==> src/rtl/if_fetch_pkg.sv <==
// Shared definitions for the instruction-fetch stage: widths, NOP encoding,
// default reset address and fetch FSM state encoding.
package if_fetch_pkg;

  localparam int XLEN = 32;

  localparam logic [XLEN-1:0] NOP          = 32'h0000_0000;
  localparam logic [XLEN-1:0] RESET_PC_DEF = 32'h0000_0000;

  typedef enum logic [1:0] {
    ST_REQ  = 2'd0,
    ST_KILL = 2'd1,
    ST_IDLE = 2'd2
  } fetch_state_e;

  function automatic logic [XLEN-1:0] next_pc(input logic [XLEN-1:0] pc);
    return pc + 32'd4;
  endfunction

endpackage

==> src/rtl/if_out_buf.sv <==
// Output slot presented to IF/ID plus a one-entry pending slot that absorbs
// the response still in flight when the consumer stalls.
module if_out_buf
  import if_fetch_pkg::*;
(
  input  logic            clk_i,
  input  logic            rst_i,
  input  logic            stall_i,
  input  logic            flush_i,
  input  logic            deliver_i,
  input  logic [XLEN-1:0] pc4_i,
  input  logic [XLEN-1:0] instr_i,
  output logic            valid_o,
  output logic [XLEN-1:0] pc4_o,
  output logic [XLEN-1:0] instr_o,
  output logic            pend_full_nxt_o
);

  logic            pend_v;
  logic [XLEN-1:0] pend_pc4;
  logic [XLEN-1:0] pend_instr;
  logic            consume;
  logic            out_free;

  assign consume  = valid_o && !stall_i;
  assign out_free = !valid_o || consume;

  // Lets the FSM park itself once the pending slot will be occupied.
  always_comb begin
    pend_full_nxt_o = 1'b0;
    if (!flush_i)
      pend_full_nxt_o = (pend_v && !consume) || (deliver_i && (pend_v || !out_free));
  end

  always_ff @(posedge clk_i) begin
    if (rst_i || flush_i) begin
      valid_o    <= 1'b0;
      pc4_o      <= '0;
      instr_o    <= NOP;
      pend_v     <= 1'b0;
      pend_pc4   <= '0;
      pend_instr <= NOP;
    end else if (consume && pend_v) begin
      valid_o <= 1'b1;
      pc4_o   <= pend_pc4;
      instr_o <= pend_instr;
      pend_v  <= deliver_i;
      if (deliver_i) begin
        pend_pc4   <= pc4_i;
        pend_instr <= instr_i;
      end
    end else if (deliver_i && out_free && !pend_v) begin
      valid_o <= 1'b1;
      pc4_o   <= pc4_i;
      instr_o <= instr_i;
    end else begin
      if (consume) begin
        valid_o <= 1'b0;
        pc4_o   <= '0;
        instr_o <= NOP;
      end
      if (deliver_i) begin
        pend_v     <= 1'b1;
        pend_pc4   <= pc4_i;
        pend_instr <= instr_i;
      end
    end
  end

endmodule

==> src/rtl/if_fetch.sv <==
// Instruction-fetch stage: single-outstanding imem handshake feeding IF/ID.
// Optional IF_PERF_EN adds fetch/kill/stall performance counters.
//
// state | meaning
// REQ   | request live, response will be delivered
// KILL  | request outstanding, response will be discarded (wrong path)
// IDLE  | no request, pending slot full waiting for consumer
module if_fetch
  import if_fetch_pkg::*;
#(
  parameter logic [XLEN-1:0] RESET_PC = RESET_PC_DEF
) (
  input  logic            clk_i,
  input  logic            rst_i,
  input  logic            stall_i,
  input  logic            redirect_i,
  input  logic [XLEN-1:0] redirect_pc_i,
  output logic            imem_req_o,
  output logic [XLEN-1:0] imem_addr_o,
  input  logic            imem_ack_i,
  input  logic [XLEN-1:0] imem_rdata_i,
  output logic [XLEN-1:0] pc4_o,
  output logic [XLEN-1:0] instr_o,
  output logic            valid_o
`ifdef IF_PERF_EN
  ,
  output logic [31:0]     perf_fetch_o,
  output logic [31:0]     perf_kill_o,
  output logic [31:0]     perf_stall_o
`endif
);

  fetch_state_e    state_q, state_d;
  logic [XLEN-1:0] addr_q, addr_d;
  logic [XLEN-1:0] tgt_q, tgt_d;
  logic            deliver;
  logic            pend_full_nxt;

  assign imem_req_o  = (state_q != ST_IDLE);
  assign imem_addr_o = addr_q;
  assign deliver     = (state_q == ST_REQ) && imem_ack_i && !redirect_i;

  if_out_buf u_out_buf (
    .clk_i           (clk_i),
    .rst_i           (rst_i),
    .stall_i         (stall_i),
    .flush_i         (redirect_i),
    .deliver_i       (deliver),
    .pc4_i           (next_pc(addr_q)),
    .instr_i         (imem_rdata_i),
    .valid_o         (valid_o),
    .pc4_o           (pc4_o),
    .instr_o         (instr_o),
    .pend_full_nxt_o (pend_full_nxt)
  );

  always_comb begin
    state_d = state_q;
    addr_d  = addr_q;
    tgt_d   = tgt_q;
    case (state_q)
      ST_REQ: begin
        if (redirect_i) begin
          if (imem_ack_i) begin
            addr_d = redirect_pc_i;
          end else begin
            // Address must not change mid-request; remember the target instead.
            tgt_d   = redirect_pc_i;
            state_d = ST_KILL;
          end
        end else if (imem_ack_i) begin
          addr_d = next_pc(addr_q);
          if (pend_full_nxt) state_d = ST_IDLE;
        end
      end
      ST_KILL: begin
        if (redirect_i) tgt_d = redirect_pc_i;
        if (imem_ack_i) begin
          addr_d  = redirect_i ? redirect_pc_i : tgt_q;
          state_d = ST_REQ;
        end
      end
      ST_IDLE: begin
        if (redirect_i) begin
          addr_d  = redirect_pc_i;
          state_d = ST_REQ;
        end else if (!pend_full_nxt) begin
          state_d = ST_REQ;
        end
      end
      default: state_d = ST_REQ;
    endcase
  end

  always_ff @(posedge clk_i) begin
    if (rst_i) begin
      state_q <= ST_REQ;
      addr_q  <= RESET_PC;
      tgt_q   <= '0;
    end else begin
      state_q <= state_d;
      addr_q  <= addr_d;
      tgt_q   <= tgt_d;
    end
  end

`ifdef IF_PERF_EN
  logic discard;
  assign discard = imem_ack_i &&
                   ((state_q == ST_KILL) || ((state_q == ST_REQ) && redirect_i));

  always_ff @(posedge clk_i) begin
    if (rst_i) begin
      perf_fetch_o <= '0;
      perf_kill_o  <= '0;
      perf_stall_o <= '0;
    end else begin
      if (valid_o && !stall_i) perf_fetch_o <= perf_fetch_o + 32'd1;
      if (discard)             perf_kill_o  <= perf_kill_o + 32'd1;
      if (valid_o && stall_i)  perf_stall_o <= perf_stall_o + 32'd1;
    end
  end
`endif

endmodule

==> config.mk <==
export PLATFORM = sky130hd
export DESIGN_NAME = if_fetch
export DESIGN_NICKNAME = d
export VERILOG_FILES = /design/src/rtl/if_fetch_pkg.sv /design/src/rtl/if_out_buf.sv /design/src/rtl/if_fetch.sv
export SDC_FILE = /design/constraint.sdc
export NUM_CORES = 1
export LEC_CHECK = 0
export CAP_MARGIN = 30
export CORE_MARGIN = 1.5
export CORE_UTILIZATION = 50
export DETAILED_ROUTE_END_ITERATION = 6
export GPL_TIMING_DRIVEN = 0
export PLACE_DENSITY_LB_ADDON = 0.05
export SETUP_SLACK_MARGIN = 0.02
export SLEW_MARGIN = 15
export SYNTH_ARGS = -nofsm -noshare
export SYNTH_HDL_FRONTEND = slang
export SYNTH_SLANG_ARGS = --single-unit
==> constraint.sdc <==
create_clock -name clk_i -period 6.5 [get_ports clk_i]
set_clock_uncertainty 0.15 [all_clocks]
set_input_delay 0.65 -clock clk_i [delete_from_list [all_inputs] [get_ports clk_i]]
set_output_delay 0.65 -clock clk_i [all_outputs]
set_load 0.02 [all_outputs]
Yosys cells after proc, flatten, opt, wreduce, memory -nomap -nowiden
Cells that the tools add are included.
{ "op_classes": {"reduce_logical": 27, "eq_ne": 13, "mux": 36, "add_sub_neg": 1} }
{ "op_table": {"columns": ["op", "n"], "rows": [
  ["$mux 32", 19],
  ["$pmux 32 s3", 1],
  ["$pmux 32 s2", 1],
  ["$add 32x3->32 const B", 1],
  ["$mux 2", 7],
  ["$ne 2x2->1 const B", 6],
  ["$ne 3x3->1 const B", 4],
  ["$logic_and 1x1->1", 8],
  ["$mux 1", 7],
  ["$logic_not 1->1", 6],
  ["$pmux 2 s3", 1],
  ["$reduce_bool 3->1", 2],
  ["$reduce_and 5->1", 1],
  ["$logic_or 1x1->1", 4],
  ["$reduce_and 4->1", 1],
  ["$reduce_bool 2->1", 2],
  ["$reduce_and 3->1", 1],
  ["$eq 2x1->1 const B", 1],
  ["$eq 2x2->1 const B", 1],
  ["$logic_not 2->1", 1],
  ["$ne 2x1->1 const B", 1],
  ["$reduce_and 2->1", 1]
]} }
{ "totals": {"wordCells": 86, "inputBits": 69, "output_inout_bits": 98, "reg_bits": 196} }

Logic depth before layout (Yosys ltp)
{ "depth": {"depth_word": 12, "depth_mapped": 10, "mapped_depth_nobuf": 7} }

Hierarchy
Synthesis repeated with hierarchy kept, for this count alone.
{ "unflattened": {"hier_cells": 1070, "area_unflattened_um2": 9461.6} }
{ "modules_own_cells": {"columns": ["module", "area_each_um2", "instances", "seq_area_each_um2", "cells_each"], "rows": [
  ["if_out_buf", 5228.8, 1, 2602.5, 514],
  ["if_fetch", 4232.8, 1, 1321.3, 556]
]} }

Worst setup path before layout
OpenSTA, ideal clock, no wires.
{ "synth_timing": {"path_type": "register -> register", "startpoint": "register addr_q[7], in the netlist imem_addr_o[7]", "endpoint": "register u_out_buf.pc4_o[31]", "t_required_ps": 6221, "setup_ps": 129, "path_slack_ps": 4003, "period_less_slack_ps": 2497, "n_path_buf": 2, "stages_incl_launch_ff": 8, "arrival_ps": 2218, "path_cell_list": "dfxtp_1 > buf_2 > nand4_4 > or4_1 > clkbuf_2 > or4_4 > xor2_1 > o22ai_1"} }
{ "synth_between": {"elab_chain_len": 3} }
{ "synth_rtl": {"columns": ["item", "line", "text"], "rows": [
  ["start, declared", "if_fetch.sv:34", "logic [XLEN-1:0] addr_q, addr_d;"],
  ["start signal, assigned", "if_fetch.sv:102", "addr_q <= addr_d;"],
  ["$add 32x3->32", "if_fetch_pkg.sv:17", "return pc + 32'd4;"],
  ["$mux 32", "if_out_buf.sv:52", "end else if (deliver_i && out_free && !pend_v) begin"],
  ["$mux 32", "if_out_buf.sv:43", "end else if (consume && pend_v) begin"],
  ["end signal, assigned", "if_out_buf.sv:45", "pc4_o <= pend_pc4;"],
  ["end signal, assigned", "if_out_buf.sv:54", "pc4_o <= pc4_i;"],
  ["end, declared", "if_out_buf.sv:14", "output logic [XLEN-1:0] pc4_o,"]
]} }
No other way between the ends.
A chain may end at the register's enable or synchronous reset.

Worst setup path in the final report
{ "layout_timing": {"startpoint": "register state_q[0]", "endpoint": "register addr_q[20], in the netlist imem_addr_o[20]"} }
{ "layout_between": {"elab_chain_len": 3, "word_cells_on_any_way": 9, "cone_classes": "eq/ne (5); mux (1); reduce/logical (3)"} }
{ "layout_rtl": {"columns": ["item", "line", "text"], "rows": [
  ["start, declared", "if_fetch.sv:33", "fetch_state_e state_q, state_d;"],
  ["start signal, assigned", "if_fetch.sv:101", "state_q <= state_d;"],
  ["$eq 2x2->1 (tied with other cells)", "if_fetch.sv:61", "case (state_q)"],
  ["$ne 2x2->1 (no source line) or $reduce_bool 3->1 (tied branches)", null, null],
  ["$reduce_and 4->1 (no source line)", null, null]
]} }
Several ways; a longest one is shown, not always the timed one.

==> summary.txt <==
Drt
  • DR vias/cell: 6.20
  • Routed len/inst: 20.1 um
  • Pre-antenna DRT Iters: 7
  • Initial drt markers: 1,265
  • # DRC: 7
  • Antenna-violating nets left: 0
  • WL final: 30,700 um
  • Vias: 9,504

Logic synthesis
  • Cell taking the most area after synthesis: dfxtp_1
  • Synth area leaders: dfxtp_1, nand2_1, a21oi_1, a222oi_1, nor2_1
  • Post-synth EDFFs: 0
  • Ys async rst share: 0%
  • Most common cell in the netlist: dfxtp_1
  • Number of synthesized register bits: 196
  • Mapped cell area: 8950 um2
  • Unique masters post-synth: 59
  • Main synth FF type: dfxtp_1
  • Synth warn: 0
  • Post-synth top cells: dfxtp_1, nand2_1, a21oi_1, nor2_1, clkbuf_1
  • Avg Inst Size Synth: 8.09 um2
  • Top-area cell type share of the netlist area: 43.8%
  • Post-synthesis sequential area ratio: 43.8%
  • Net Count, Synth: 1,181
  • Gate count after technology mapping: 1,107

Floorplanning
  • Die area: 18,700 um2
  • Die H: 137 um
  • Row Count: 48
  • Core ar.: 17,400 um2
  • # IOs: 167
  • Die W: 137 um
  • Initial core utilization: 51.4%

Finish
  • Area delta synth->final: 28.4%
  • Finished Cell Area: 11,500 um2
  • FILL cells: 1,565
  • Ant diodes: 0
  • Share of cells above drive strength 1: 4.13%
  • # nets final: 1,368
  • Layout Utilization: 66.0%

STA
  • Worst slew margin: 34.6%
  • Max Fclk: 270 MHz
  • Tcrit/Tclk final: 57.0%
  • Final Hold Fails: 0
  • Post-layout worst setup margin: 2790 ps
  • Worst slew pin tran: 973 ps
  • Final setup TNS: 0 ps
  • Final count of negative-setup-slack endpoints: 0
  • RSZ-0062 raised after global routing: false
  • Min cycle time layout: 3710 ps
  • Max-slew violations: 0

CTS
  • Hold_buf cts: 0
  • Clock root cell: clkbuf_16
  • Clock slew at reported path FFs: 80 ps
  • Clock Latency Late Sink: 440 ps
  • Total CTS buffers: 17
  • Postcts setup bufs: 0
  • Resized Gates After CTS: 0
  • H-Tree Level Count: 4
  • Longest Clk Path Bufs: 2
  • CTS tree: built
  • CTS Sinks: 196

Run status
  • Failing checks: DRC
  • Outcome: finished with violations

GRT
  • Initial antenna violation count: 0
  • Vias in the first global route: 8,449
  • First-pass GRT wire length: 47,300 um
  • Grt ovf: 0
  • GRT Total Usage: 32.9%
  • Largest net degree at the start of global routing: 20

Flow run
  • Max_cap viols: 0

Worst setup path
  • Crit Path Class: reg2reg
  • Startpoint types: flop
  • Worst R2R Start: state_q[0]$_SDFFE_PP0P_
  • Crit path launch: state_q[0]$_SDFFE_PP0P_
  • Slowest-stage cell, CP: nor3_1
  • WP data required: 6710 ps
  • Crit Path Max Fanout: 10
  • Buf/Inv on CP: 4
  • Worst path arrival time: 3920 ps
  • Critical Path, Cell by Cell: inv_1 -> ha_1 -> clkbuf_1 -> inv_1 -> nor3_1 -> clkbuf_1 -> a22o_1 -> o21ai_0 -> a21oi_1
  • Slowest stage delay, CP: 810 ps
  • Setup slack, reg-to-reg: 2790 ps
  • CP endpoint kind: flop
  • CP delay by family, top: buffers and inverters

Placement
  • Pre-CTS setup slack: 2710 ps
  • Post-DP Area: 10,900 um2
  • PortBufs: 165
  • Placer Congestion: 0.933
  • DP Wirelength: 22,600 um

Pwr
  • Pwr per Cell Area: 244 nW/um2
  • Maximum vdd drop: 0.197 mV
  • Sw Share: 29.9%
  • Switching Power: 837 uW
  • Leakage: 3.85 nW
  • Part of the power in combinational logic: 16.0%
  • Cell Int Power: 1.97 mW
  • Clock Power Share: 38.0%
  • Seq pwr share: 46.0%

Min path
  • Hold wc startpoint: tgt_q[21]$_SDFFE_PP0P_
  • Hold Crit Class: reg2reg
==> kinds of logic (layout without fill, tap and decap cells) <==
family,count (synthesis),after routing,synth area share [%]
compound gates,358,358,26.7
simple gates,395,395,19.7
flops,196,196,43.8
buf+inv,115,315,4.96
mux,19,19,2.22
fa+ha+maj,5,5,0.699
xor+xnor,19,19,1.86
==> per-layer routing <==
layer | share of wire [%] | GRT usage [%]
met1 | 43 | 47.1
met2 | 45 | 49.8
met3 | 10 | 6.93
met4 | 1.9 | 9.42
met5 | 0 | 0
==> cells in the final DEF, fill, tap and decap left out, drive strengths merged, types with 10 or more instances in the layout <==
| cell type | netlist | routed |
|---|---|---|
| dfxtp | 196 | 196 |
| a221oi | 14 | 14 |
| a211oi | 16 | 16 |
| nor2 | 91 | 91 |
| a222oi | 42 | 42 |
| nand3 | 15 | 15 |
| nor3 | 36 | 36 |
| nand4 | 12 | 12 |
| buf | 14 | 17 |
| clkbuf | 85 | 102 |
| a21oi | 124 | 124 |
| nor4 | 14 | 14 |
| o22ai | 11 | 11 |
| a22oi | 30 | 30 |
| nand2 | 187 | 187 |
| xor2 | 10 | 10 |
| mux2i | 12 | 12 |
| clkdlybuf4s50 | 0 | 165 |
| o21ai | 56 | 56 |
| inv | 15 | 23 |
==> state kept, by name, summed over array words and instances, names as in the netlist <==
signal	cells
u_out_buf.valid_o	1
tgt_q	32
u_out_buf.pc4_o	32
state_q	2
u_out_buf.instr_o	32
u_out_buf.pend_instr	32
u_out_buf.pend_pc4	32
imem_addr_o	32
u_out_buf.pend_v	1
==> worst paths after layout <==
path / end / cells after the start
max: imem_addr_o[20]$_SDFFE_PP0P_ / 9
min: tgt_q[21]$_SDFFE_PP0P_ / 2
max reg2reg: imem_addr_o[20]$_SDFFE_PP0P_ / 9
min reg2reg: tgt_q[21]$_SDFFE_PP0P_ / 2
==> area by class of cell <==
class	instances	area, um2	area share (%)
Buffer	99	384	3.34
Inverter	16	60.1	0.523
Multi-Input combinational cell	796	4580	39.9
Clock buffer	17	425	3.70
Tap cell	225	282	2.45
Sequential cell	196	3920	34.1
Clock inverter	15	166	1.45
Timing Repair Buffer	168	1670	14.5
==> worst reg2reg max path, cell delays in order (launching register included) <==
cell and delay (ps):
dfxtp_1 460, inv_1 100, ha_1 310, clkbuf_1 500, inv_1 290, nor3_1 810
clkbuf_1 450, a22o_1 280, o21ai_0 110, a21oi_1 160
==> metrics by stage <==
stage,hold slack [ps],power (mW),std cells
4_1_cts,309,2.80,1531
3_5_place_dp,297,1.75,1499
6_report,308,2.80,1532
2_1_floorplan,284,1.54,1107
3_3_place_gp,292,1.74,1497
5_1_grt,322,2.90,1532
==> power groups by stage <==
stage                     Combinational, mW  Sequential [mW]  Clock (mW)
after CTS                             0.438             1.29        1.07
after floorplan                       0.213             1.33           0
after detailed placement              0.435             1.31           0
after global routing                  0.478             1.29        1.13
final                                 0.448             1.29        1.06
after global placement                0.430             1.31           0
(Power assumes the default switching activity.)
